**src/rtl/data_feeder_ctrl_if.sv**
```systemverilog
// Control/handshake bundle between the layer controller, the data_feeder
// datapath and its sequencer (data_feeder_ctrl).
interface data_feeder_ctrl_if #(
    parameter int PARALLEL_IFM = 2,
    parameter int PARALLEL_OFM = 2,
    parameter int MAX_ROWS     = 16
);
    localparam int RW = $clog2(MAX_ROWS) + 1;

    logic                                 start;
    logic [RW-1:0]                        cfg_num_rows;
    logic [PARALLEL_IFM-1:0]              cfg_pifm_mask;
    logic [PARALLEL_OFM-1:0]              cfg_pofm_mask;
    logic [PARALLEL_IFM-1:0]              in_buffer_empty;
    logic [PARALLEL_OFM*PARALLEL_IFM-1:0] wg_buffer_empty;
    logic                                 wg_ds_done;
    logic                                 dm_ds_done;
    logic                                 out_ready;

    logic                                 wg_shifting_start;
    logic                                 dm_parallel_load_en;
    logic                                 in_shifting_start;
    logic                                 processing;
    logic                                 processing_stall;
    logic [PARALLEL_IFM-1:0]              pifm_active;
    logic [PARALLEL_OFM-1:0]              pofm_active;
    logic [RW-1:0]                        row_cnt;
    logic                                 busy;
    logic                                 done;
    logic                                 cfg_err;

    modport slave (
        input  start, cfg_num_rows, cfg_pifm_mask, cfg_pofm_mask,
               in_buffer_empty, wg_buffer_empty, wg_ds_done, dm_ds_done, out_ready,
        output wg_shifting_start, dm_parallel_load_en, in_shifting_start,
               processing, processing_stall, pifm_active, pofm_active,
               row_cnt, busy, done, cfg_err
    );

    modport master (
        output start, cfg_num_rows, cfg_pifm_mask, cfg_pofm_mask,
               in_buffer_empty, wg_buffer_empty, wg_ds_done, dm_ds_done, out_ready,
        input  wg_shifting_start, dm_parallel_load_en, in_shifting_start,
               processing, processing_stall, pifm_active, pofm_active,
               row_cnt, busy, done, cfg_err
    );
endinterface

```
**src/rtl/data_feeder_ctrl.sv**
```systemverilog
// Layer sequencer for the data_feeder: waits on weight/input buffers, loads
// weights once, then loads and shifts each vertical row window.
module data_feeder_ctrl #(
    parameter int ROW_WIDTH    = 5,
    parameter int COL_HEIGHT   = 3,
    parameter int PARALLEL_IFM = 2,
    parameter int PARALLEL_OFM = 2,
    parameter int MAX_ROWS     = 16
) (
    input logic              clk,
    input logic              rst,
    data_feeder_ctrl_if.slave bus
);
    localparam int RW = $clog2(MAX_ROWS) + 1;
    localparam int PI = PARALLEL_IFM;
    localparam int PO = PARALLEL_OFM;

    typedef enum logic [2:0] {
        S_IDLE, S_WG_LOAD, S_WG_WAIT, S_DM_LOAD,
        S_DM_START, S_DM_SHIFT, S_ROW_NEXT, S_DONE
    } state_e;

    state_e        state_q, state_d;
    logic [RW-1:0] num_rows_q, num_rows_d;
    logic [RW-1:0] row_cnt_q, row_cnt_d;
    logic [PI-1:0] pifm_q, pifm_d;
    logic [PO-1:0] pofm_q, pofm_d;
    logic          err_q, err_d;

    logic wg_start_q, wg_start_d;
    logic load_q, load_d;
    logic shift_q, shift_d;
    logic proc_q, proc_d;
    logic stall_q, stall_d;
    logic busy_q, busy_d;
    logic done_q, done_d;
    logic cerr_q, cerr_d;

    // Weight FIFO (o,i) only matters when both its OFM and IFM lanes are enabled.
    logic [PO*PI-1:0] wg_need;
    for (genvar o = 0; o < PO; o++) begin : g_o
        for (genvar i = 0; i < PI; i++) begin : g_i
            assign wg_need[o*PI+i] = pofm_q[o] & pifm_q[i];
        end
    end

    logic wg_ready, in_ready, bad_cfg, last_row;
    assign wg_ready = ~|(wg_need & bus.wg_buffer_empty);
    assign in_ready = ~|(pifm_q & bus.in_buffer_empty);
    assign bad_cfg  = (bus.cfg_num_rows < RW'(COL_HEIGHT)) ||
                      ~|bus.cfg_pifm_mask || ~|bus.cfg_pofm_mask;
    assign last_row = (row_cnt_q == num_rows_q - RW'(COL_HEIGHT));

    always_comb begin
        state_d    = state_q;
        num_rows_d = num_rows_q;
        row_cnt_d  = row_cnt_q;
        pifm_d     = pifm_q;
        pofm_d     = pofm_q;
        err_d      = err_q;
        wg_start_d = 1'b0;
        load_d     = 1'b0;
        shift_d    = 1'b0;
        done_d     = 1'b0;
        cerr_d     = 1'b0;

        case (state_q)
            S_IDLE: begin
                if (bus.start) begin
                    num_rows_d = bus.cfg_num_rows;
                    pifm_d     = bus.cfg_pifm_mask;
                    pofm_d     = bus.cfg_pofm_mask;
                    row_cnt_d  = '0;
                    err_d      = bad_cfg;
                    state_d    = bad_cfg ? S_DONE : S_WG_LOAD;
                end
            end
            S_WG_LOAD: begin
                if (wg_ready) begin
                    wg_start_d = 1'b1;
                    state_d    = S_WG_WAIT;
                end
            end
            S_WG_WAIT: begin
                if (bus.wg_ds_done) state_d = S_DM_LOAD;
            end
            S_DM_LOAD: begin
                if (in_ready) begin
                    load_d  = 1'b1;
                    state_d = S_DM_START;
                end
            end
            S_DM_START: begin
                shift_d = 1'b1;
                state_d = S_DM_SHIFT;
            end
            S_DM_SHIFT: begin
                if (bus.dm_ds_done) state_d = S_ROW_NEXT;
            end
            S_ROW_NEXT: begin
                if (last_row) begin
                    done_d  = 1'b1;
                    state_d = S_DONE;
                end else begin
                    row_cnt_d = row_cnt_q + 1'b1;
                    state_d   = S_DM_LOAD;
                end
            end
            S_DONE: begin
                // A rejected config reports on the way out of DONE; a normal
                // layer already reported when ROW_NEXT chose DONE.
                done_d  = err_q;
                cerr_d  = err_q;
                state_d = S_IDLE;
            end
            default: state_d = S_IDLE;
        endcase

        proc_d  = (state_d == S_DM_SHIFT);
        stall_d = proc_d & ~bus.out_ready;
        busy_d  = (state_d != S_IDLE);
        if (state_d == S_IDLE) begin
            pifm_d = '0;
            pofm_d = '0;
        end
    end

    always_ff @(posedge clk) begin
        if (rst) begin
            state_q    <= S_IDLE;
            num_rows_q <= '0;
            row_cnt_q  <= '0;
            pifm_q     <= '0;
            pofm_q     <= '0;
            err_q      <= 1'b0;
            wg_start_q <= 1'b0;
            load_q     <= 1'b0;
            shift_q    <= 1'b0;
            proc_q     <= 1'b0;
            stall_q    <= 1'b0;
            busy_q     <= 1'b0;
            done_q     <= 1'b0;
            cerr_q     <= 1'b0;
        end else begin
            state_q    <= state_d;
            num_rows_q <= num_rows_d;
            row_cnt_q  <= row_cnt_d;
            pifm_q     <= pifm_d;
            pofm_q     <= pofm_d;
            err_q      <= err_d;
            wg_start_q <= wg_start_d;
            load_q     <= load_d;
            shift_q    <= shift_d;
            proc_q     <= proc_d;
            stall_q    <= stall_d;
            busy_q     <= busy_d;
            done_q     <= done_d;
            cerr_q     <= cerr_d;
        end
    end

    assign bus.wg_shifting_start   = wg_start_q;
    assign bus.dm_parallel_load_en = load_q;
    assign bus.in_shifting_start   = shift_q;
    assign bus.processing          = proc_q;
    assign bus.processing_stall    = stall_q;
    assign bus.pifm_active         = pifm_q;
    assign bus.pofm_active         = pofm_q;
    assign bus.row_cnt             = row_cnt_q;
    assign bus.busy                = busy_q;
    assign bus.done                = done_q;
    assign bus.cfg_err             = cerr_q;
endmodule

```
**src/flat_wrapper.sv**
```systemverilog
// flat-port wrapper written by rule: the top's interface ports become plain ports
module data_feeder_ctrl_flat 
#(
    parameter int ROW_WIDTH    = 5,
    parameter int COL_HEIGHT   = 3,
    parameter int PARALLEL_IFM = 2,
    parameter int PARALLEL_OFM = 2,
    parameter int MAX_ROWS     = 16
)
  (clk, rst, bus_start, bus_cfg_num_rows, bus_cfg_pifm_mask, bus_cfg_pofm_mask, bus_in_buffer_empty, bus_wg_buffer_empty, bus_wg_ds_done, bus_dm_ds_done, bus_out_ready, bus_wg_shifting_start, bus_dm_parallel_load_en, bus_in_shifting_start, bus_processing, bus_processing_stall, bus_pifm_active, bus_pofm_active, bus_row_cnt, bus_busy, bus_done, bus_cfg_err);
  data_feeder_ctrl_if #(.PARALLEL_IFM(PARALLEL_IFM), .PARALLEL_OFM(PARALLEL_OFM), .MAX_ROWS(MAX_ROWS)) bus_i ();
  input logic clk;
  input logic rst;
  input wire logic [$bits(bus_i.start)-1:0] bus_start;
  input wire logic [$bits(bus_i.cfg_num_rows)-1:0] bus_cfg_num_rows;
  input wire logic [$bits(bus_i.cfg_pifm_mask)-1:0] bus_cfg_pifm_mask;
  input wire logic [$bits(bus_i.cfg_pofm_mask)-1:0] bus_cfg_pofm_mask;
  input wire logic [$bits(bus_i.in_buffer_empty)-1:0] bus_in_buffer_empty;
  input wire logic [$bits(bus_i.wg_buffer_empty)-1:0] bus_wg_buffer_empty;
  input wire logic [$bits(bus_i.wg_ds_done)-1:0] bus_wg_ds_done;
  input wire logic [$bits(bus_i.dm_ds_done)-1:0] bus_dm_ds_done;
  input wire logic [$bits(bus_i.out_ready)-1:0] bus_out_ready;
  output wire logic [$bits(bus_i.wg_shifting_start)-1:0] bus_wg_shifting_start;
  output wire logic [$bits(bus_i.dm_parallel_load_en)-1:0] bus_dm_parallel_load_en;
  output wire logic [$bits(bus_i.in_shifting_start)-1:0] bus_in_shifting_start;
  output wire logic [$bits(bus_i.processing)-1:0] bus_processing;
  output wire logic [$bits(bus_i.processing_stall)-1:0] bus_processing_stall;
  output wire logic [$bits(bus_i.pifm_active)-1:0] bus_pifm_active;
  output wire logic [$bits(bus_i.pofm_active)-1:0] bus_pofm_active;
  output wire logic [$bits(bus_i.row_cnt)-1:0] bus_row_cnt;
  output wire logic [$bits(bus_i.busy)-1:0] bus_busy;
  output wire logic [$bits(bus_i.done)-1:0] bus_done;
  output wire logic [$bits(bus_i.cfg_err)-1:0] bus_cfg_err;
  assign bus_i.start = bus_start;
  assign bus_i.cfg_num_rows = bus_cfg_num_rows;
  assign bus_i.cfg_pifm_mask = bus_cfg_pifm_mask;
  assign bus_i.cfg_pofm_mask = bus_cfg_pofm_mask;
  assign bus_i.in_buffer_empty = bus_in_buffer_empty;
  assign bus_i.wg_buffer_empty = bus_wg_buffer_empty;
  assign bus_i.wg_ds_done = bus_wg_ds_done;
  assign bus_i.dm_ds_done = bus_dm_ds_done;
  assign bus_i.out_ready = bus_out_ready;
  assign bus_wg_shifting_start = bus_i.wg_shifting_start;
  assign bus_dm_parallel_load_en = bus_i.dm_parallel_load_en;
  assign bus_in_shifting_start = bus_i.in_shifting_start;
  assign bus_processing = bus_i.processing;
  assign bus_processing_stall = bus_i.processing_stall;
  assign bus_pifm_active = bus_i.pifm_active;
  assign bus_pofm_active = bus_i.pofm_active;
  assign bus_row_cnt = bus_i.row_cnt;
  assign bus_busy = bus_i.busy;
  assign bus_done = bus_i.done;
  assign bus_cfg_err = bus_i.cfg_err;
  data_feeder_ctrl #(.ROW_WIDTH(ROW_WIDTH), .COL_HEIGHT(COL_HEIGHT), .PARALLEL_IFM(PARALLEL_IFM), .PARALLEL_OFM(PARALLEL_OFM), .MAX_ROWS(MAX_ROWS)) u_core (.clk(clk), .rst(rst), .bus(bus_i));
endmodule
```
**config.mk**
```make
export PLATFORM = sky130hd
export DESIGN_NAME = data_feeder_ctrl_flat
export DESIGN_NICKNAME = d
export VERILOG_FILES = /design/src/rtl/data_feeder_ctrl_if.sv /design/src/rtl/data_feeder_ctrl.sv /design/src/flat_wrapper.sv
export SDC_FILE = /design/constraint.sdc
export NUM_CORES = 1
export LEC_CHECK = 0
export CAP_MARGIN = 10
export CORE_ASPECT_RATIO = 1.5
export CORE_MARGIN = 1.5
export CORE_UTILIZATION = 42
export CTS_CLUSTER_SIZE = 14
export DETAILED_ROUTE_END_ITERATION = 8
export GPL_TIMING_DRIVEN = 0
export HOLD_SLACK_MARGIN = 0.12
export PLACE_DENSITY_LB_ADDON = 0.2
export SLEW_MARGIN = 10
export SYNTH_ARGS = -nofsm -noshare
export SYNTH_HDL_FRONTEND = slang
export SYNTH_SLANG_ARGS = --single-unit
```
**constraint.sdc**
```tcl
create_clock -name clk -period 1.6 [get_ports clk]
set_input_delay 0.32 -clock clk [delete_from_list [all_inputs] [get_ports clk]]
set_output_delay 0.32 -clock clk [all_outputs]
set_load 0.02 [all_outputs]
```
==> metrics, run 1 <==
Finish-stage setup viols 13; area of the multi-input gates around 840 um2; worst setup margin -0.165 ns; worst-path cell chain ha_4 -> and2b_2 -> o21a_1 -> o31ai_4 -> a31oi_4 -> buf_4 -> a21oi_2; Total Power 2.15 mW; DRT Pass-1 Iters 4; Pwr per Cell Area 1110 mW/mm2; RSZ-0062 raised after global routing true; Final min period 1.76 ns; Root Buffer Master clkbuf_8; Setup CP Type reg2reg; crit path launch type flip-flop; Max Freq 567 MHz; Starting Density 44.2%; dpl hpwl 2300 um; met1 Use GR 24.8%; Avg WL per Cell around 15 um; mux cell area share after synthesis 10.9%; clock buffer count from CTS 3; fillers 265; core area 0.00291 mm2; worst min-delay path class reg2reg; # DRC 0; Final Skew 0.00192 ns; Ports 38; Synth-to-Final Area Change 50.3%; complex-gate fraction of the synthesized area 16.7%; met2 Use GR between 30% and 40%; Adder-Cell Fraction of Synth Area 1.94%; die area 0.00342 mm2; post-synthesis sequential area ratio 40.4%; TritonCTS clock tree built; max cap viols 0; largest net degree at the start of global routing 14; Synth Flop Type dfxtp_1; asr flop ratio synth 0%; GRT met3 Usage 3.06%; grt ovf 0; slew at the pin closest to its max-slew limit 0.667 ns; Worst Path Required 1.79 ns; cells after synthesis 138; # port buffers 37; vias in the first global route between 1000 and 1500; crit end category flip-flop; final hold violation count 0; crit path DAT 1.96 ns; most frequent cells in the layout 26 x clkdlybuf4s50_1, 21 x dfxtp_1, 17 x nor2_1; share of layout cells above drive strength 1 a little under a quarter; post-synthesis simple-gate area fraction around 24%; Crit-path slowest cell dfxtp_4; Post-DRT Antenna Nets 0; Leak roughly 0.76 nW; max_slew headroom 55.4%; synth warn 0; CP Max Fanout 4; die height 70.8 um; H-tree levels 1; die width 48.2 um; area of placed instances 0.00172 mm2; run status finished with violations; commonest non-fill, non-tap cell in the layout clkdlybuf4s50_1; DR vias 1227; DRT iter0 DRCs about 60; ANT cells 0; Mapped Area 0.00129 mm2; Design Area, Final 0.00194 mm2; routability-driven placement congestion ratio 0.858; largest family of logic cells by synthesized area simple AND/OR/NAND/NOR gates; #FFs+latches synth 26; Slowest Stage Delay on Critical Path 0.37 ns; Post-Route WL 3310 um; drt via density 5.45; Synth Net Count 161; clk sinks 26; Clock Latency Late Sink 0.26 ns; failing checks setup timing; Most Crowded Layer GR met2; Tot GR Track Use 20.2%; IR drop worst, VDD 0.686 mV; Clk pin slew, worst setup/hold paths 0.08 ns; Nets around 210; first-pass GRT wire length 5200 um; max-slew violations 0; Max clock buf depth 2; number of flops mapped to enable cells by yosys 0; syn avg cell area just over 9 um2; Rows 24; Tcrit/Tclk final 110%; initial antenna violation count 0; Synth Area in XOR/XNOR 3.40%; register area 534 um2; Netlist cell types 44
==> stage by stage <==
stage | hold WS (ns) | utilization (%) | cells | setup TNS [ns] | setup slack, ns
after CTS | 0.465 | 64.5 | 222 | -0.919 | -0.128
after global routing | 0.498 | 66.5 | 225 | -2.13 | -0.213
final | 0.463 | 66.5 | 225 | -1.51 | -0.165
after detailed placement | 0.453 | 59.1 | 214 | -8.55 | -0.566
after global placement | 0.460 | 59.1 | 214 | -8.37 | -0.562
after floorplan | 0.430 | - | 138 | -0.0778 | -0.0553
==> registers in the layout, indices dropped and copies added, names as in the netlist <==
signal                          flops
u_core.bus.row_cnt                  5
u_core.num_rows_q                   5
u_core.state_q                      3
u_core.bus.pifm_active              2
u_core.bus.pofm_active              2
u_core.bus.busy                     1
u_core.bus.cfg_err                  1
u_core.bus.dm_parallel_load_en      1
u_core.bus.done                     1
u_core.bus.in_shifting_start        1
u_core.bus.processing               1
u_core.bus.processing_stall         1
u_core.bus.wg_shifting_start        1
u_core.err_q                        1
==> synth_stat cells, types with 3 or more instances <==
master    instances  share of area, %
nand2b_1          6               2.9
nor2_1           17               5.0
a21oi_1           9               3.5
nand4_1           3               1.5
nand2_1           6               1.7
or3_1             4               1.9
a211oi_1          4               2.3
xnor2_1           3               2.0
mux2i_1          14                11
o21ai_0           3               1.2
dfxtp_1          26                40
==> final timing paths <==
check	start	endpoint	slack, ns	depth (start not counted)
worst max register to register	u_core.num_rows_q[1]$_SDFFE_PP0P_	u_core.state_q[2]$_SDFF_PP0_	-0.16	7
worst max-delay path	u_core.num_rows_q[1]$_SDFFE_PP0P_	u_core.state_q[2]$_SDFF_PP0_	-0.16	7
worst min register to register	u_core.err_q$_SDFFE_PP0P_	u_core.bus.cfg_err$_SDFF_PP0_	0.46	2
worst min-delay path	u_core.err_q$_SDFFE_PP0P_	u_core.bus.cfg_err$_SDFF_PP0_	0.46	2
==> timing repair <==
item                       4_1_cts  5_1_grt
setup endpoints to repair       30       22
resized for setup               32       14
pin swaps                        9        2
hold buffers                     0        0
buffers inserted                 5        3
==> cell type report <==
type / instances / share of cell area, %
well taps: 39 / 2.52
inverters: 2 / 0.388
flip-flops and latches: 26 / 27.6
multi-input cells: 105 / 43.5
plain buffers: 5 / 1.74
clock buffers: 3 / 2.13
repair buffers: 45 / 22.1
==> metal layers <==
metal  routed length, um  vias to the layer above
met4                  54                        0
met5                   0                        -
met3                 150                        6
met2                1810                       44
li1                    -                      603
met1                1300                      574
==> cell families (layout without fill, tap and decap cells) <==
family / count (synthesis) / after routing
compound gates: 30 / 30
xor+xnor: 5 / 5
fa+ha+maj: 2 / 2
buf+inv: 7 / 55
flops: 26 / 26
mux: 14 / 14
simple gates: 54 / 54
==> power breakdown <==
group	total, mW	switching, mW	internal [mW]
combinational	0.976	0.504	0.473
clock	0.360	0.191	0.168
sequential	0.816	0.0776	0.739
==> critical path: cells and delay by family, from the launching register on <==
family / cells / cell delay, ns
adders and majority gates: 1 / 0.12
and+or+nand+nor: 1 / 0.23
AOI/OAI and AO/OA: 4 / 0.80
buffers and inverters: 1 / 0.17
DFF: 1 / 0.37
(Power assumes the default switching activity.)
==> run 2: changes to the inputs <==
--- a/config.mk
+++ b/config.mk
@@ -14,7 +14,7 @@
 export GPL_TIMING_DRIVEN = 0
 export HOLD_SLACK_MARGIN = 0.12
 export PLACE_DENSITY_LB_ADDON = 0.2
-export SLEW_MARGIN = 10
+export REMOVE_ABC_BUFFERS = 1
 export SYNTH_ARGS = -nofsm -noshare
 export SYNTH_HDL_FRONTEND = slang
 export SYNTH_SLANG_ARGS = --single-unit
==> run 2 against run 1 <==
First-iteration DRC count down 49%. Count of clock-buffer cells in the layout grew 1. Highest routed layer unchanged. The run still ends with setup timing left. Critical path depth fell by 1. Non-clock buffer count decreased by 3. Cell area up 2.0%.
==> metrics, run 2 (synthesis results as in run 1) <==
Pwr per Cell Area 1130 mW/mm2 (+1.8%); crit end category flip-flop; Starting Density 44.2% (unchanged); R2R setup slack -0.14 ns (+0.02 ns); Nets 208 (-1.4%); H-tree levels 1 (unchanged); Synth-to-Final Area Change 53.3%; final hold violation count 0 (unchanged); worst-path cell chain ha_4 -> and2b_2 -> o21a_1 -> o31ai_4 -> a31oi_4 -> and4bb_2; first-pass GRT wire length 5350 um (+3.1%); DRT Pass-1 Iters 4 (unchanged); core area 0.00291 mm2 (unchanged); CP Max Fanout 3 (-1); Total Power 2.23 mW (+3.8%); TritonCTS clock tree built; worst hold-check slack 0.513 ns (+0.0499 ns); routability-driven placement congestion ratio 0.822 (-4.3%); Tcrit/Tclk final 109% (-1.4 points); slew at the pin closest to its max-slew limit 0.999 ns (+0.331 ns); Crit-path slowest cell dfxtp_4; Cells after DPL 209 (-2.3%); dpl hpwl 2180 um (-5.4%); Design Area, Final 0.00198 mm2 (+2.0%); RSZ-0062 raised after global routing true; Final min period 1.74 ns (-0.0220 ns); Ports 38 (unchanged); max_slew headroom 33.4% (-22 points); most frequent cells in the layout 25 x clkdlybuf4s50_1, 19 x dfxtp_1, 16 x nor2_1; die width 48.2 um (unchanged); die height 70.8 um (unchanged); share of layout cells above drive strength 1 27.7% (+4.1 points); max-slew violations 0 (unchanged); clock buffer count from CTS 3 (unchanged); Max Freq 574 MHz (+1.3%); Setup CP Type reg2reg; Final Skew 0.00304 ns (+0.00112 ns); worst min-delay path class reg2reg; die area 0.00342 mm2 (unchanged); hold path start u_core.err_q$_SDFFE_PP0P_; # DRC 0 (unchanged); largest net degree at the start of global routing 27 (+13); Rows 24 (unchanged); worst setup path start u_core.num_rows_q[0]$_SDFFE_PP0P_; max cap viols 0 (unchanged); crit path launch type flip-flop; Avg WL per Cell 14.5 um (-1.7%); initial antenna violation count 0 (unchanged); area of placed instances 0.00168 mm2 (-2.3%); Finish-stage setup viols 14 (+1); clk sinks 26 (unchanged); Worst Path Required 1.82 ns (+0.03 ns); worst setup margin -0.143 ns (+0.0220 ns); Finished Layout Cells 223 (-0.89%); Post-DRT Antenna Nets 0 (unchanged); IR drop worst, VDD 0.715 mV (+4.2%); Root Buffer Master clkbuf_8; grt ovf 0 (unchanged); vias in the first global route 1201 (+3.2%); Post-Route WL 3230 um (-2.6%); # port buffers 37 (unchanged); DRT iter0 DRCs 30 (-49%); ANT cells 0 (unchanged); drt via density 5.39 (-1.1%); Leak 0.743 nW (-2.6%); Slowest Stage Delay on Critical Path 0.37 ns (about the same); Tot GR Track Use 20.7% (+0.40 points); run status finished with violations; commonest non-fill, non-tap cell in the layout clkdlybuf4s50_1; Clk pin slew, worst setup/hold paths 0.09 ns (about the same); Clock Latency Late Sink 0.27 ns (about the same); r2r startpoint u_core.num_rows_q[0]$_SDFFE_PP0P_; crit path DAT 1.96 ns (about the same); Max clock buf depth 2 (unchanged); DR vias 1203 (-2.0%); failing checks setup timing
==> run 2: changes by cell type in the layout (fill, tap and decap cells not counted), sizes merged <==
| cell | delta |
|---|---|
| dlymetal6s2s | -1 |
| dlygate4sd2 | +2 |
| buf | -2 |
| clkdlybuf4s50 | -1 |
==> run 2: worst paths after layout <==
check / endpoint / depth (start not counted)
max: u_core.bus.processing_stall$_SDFF_PP0_ / 6
max reg2reg: u_core.bus.processing_stall$_SDFF_PP0_ / 6
min: u_core.bus.cfg_err$_SDFF_PP0_ / 2
min reg2reg: u_core.bus.cfg_err$_SDFF_PP0_ / 2
==> run 2: repair_timing <==
item                                    in CTS  in global routing
hold buffers                                 0                  0
buffers inserted                             7                  2
endpoints found under the setup margin      29                 18
pin swaps                                   15                 10
gates resized for setup                     47                 13
gates cloned                                 0                  1
==> run 2: worst max-delay path: cells and delay by family (launching register included) <==
kind	cells	cell delay [ns]
fa+ha+maj	1	0.13
simple gates	2	0.54
flops	1	0.37
compound gates	3	0.65
==> run 2: metal layers <==
metal	wire length [um]	up-vias	global-route usage, %
li1	-	596	-
met1	1320	579	25.7
met2	1800	26	35.5
met3	90	2	2.81
met4	23	0	5.11
met5	0	-	0
==> run 2: power breakdown <==
| group | internal, mW | leakage [nW] | switching [mW] |
|---|---|---|---|
| Sequential | 0.744 | 0.215 | 0.117 |
| Combinational | 0.480 | 0.499 | 0.469 |
| Clock | 0.220 | 0.0288 | 0.206 |
| Total | 1.44 | 0.743 | 0.791 |
==> run 2: stage by stage <==
stage | setup WS [ns] | setup TNS [ns] | utilization [%]
2_1_floorplan | -0.436 | -2.03 | -
5_1_grt | -0.203 | -2.11 | 67.8
4_1_cts | -0.141 | -1.32 | 65.9
3_3_place_gp | -1.17 | -15.74 | 57.8
6_report | -0.143 | -1.03 | 67.8
3_5_place_dp | -1.20 | -16.66 | 57.8
==> run 2: final cells by class <==
type                            count  area, um2
Fill cell                         250        937
Sequential cell                    26        537
Multi-Input combinational cell    105        878
Tap cell                           39       48.8
Inverter                            2       7.51
Timing Repair Buffer               47        449
Clock buffer                        4       55.1
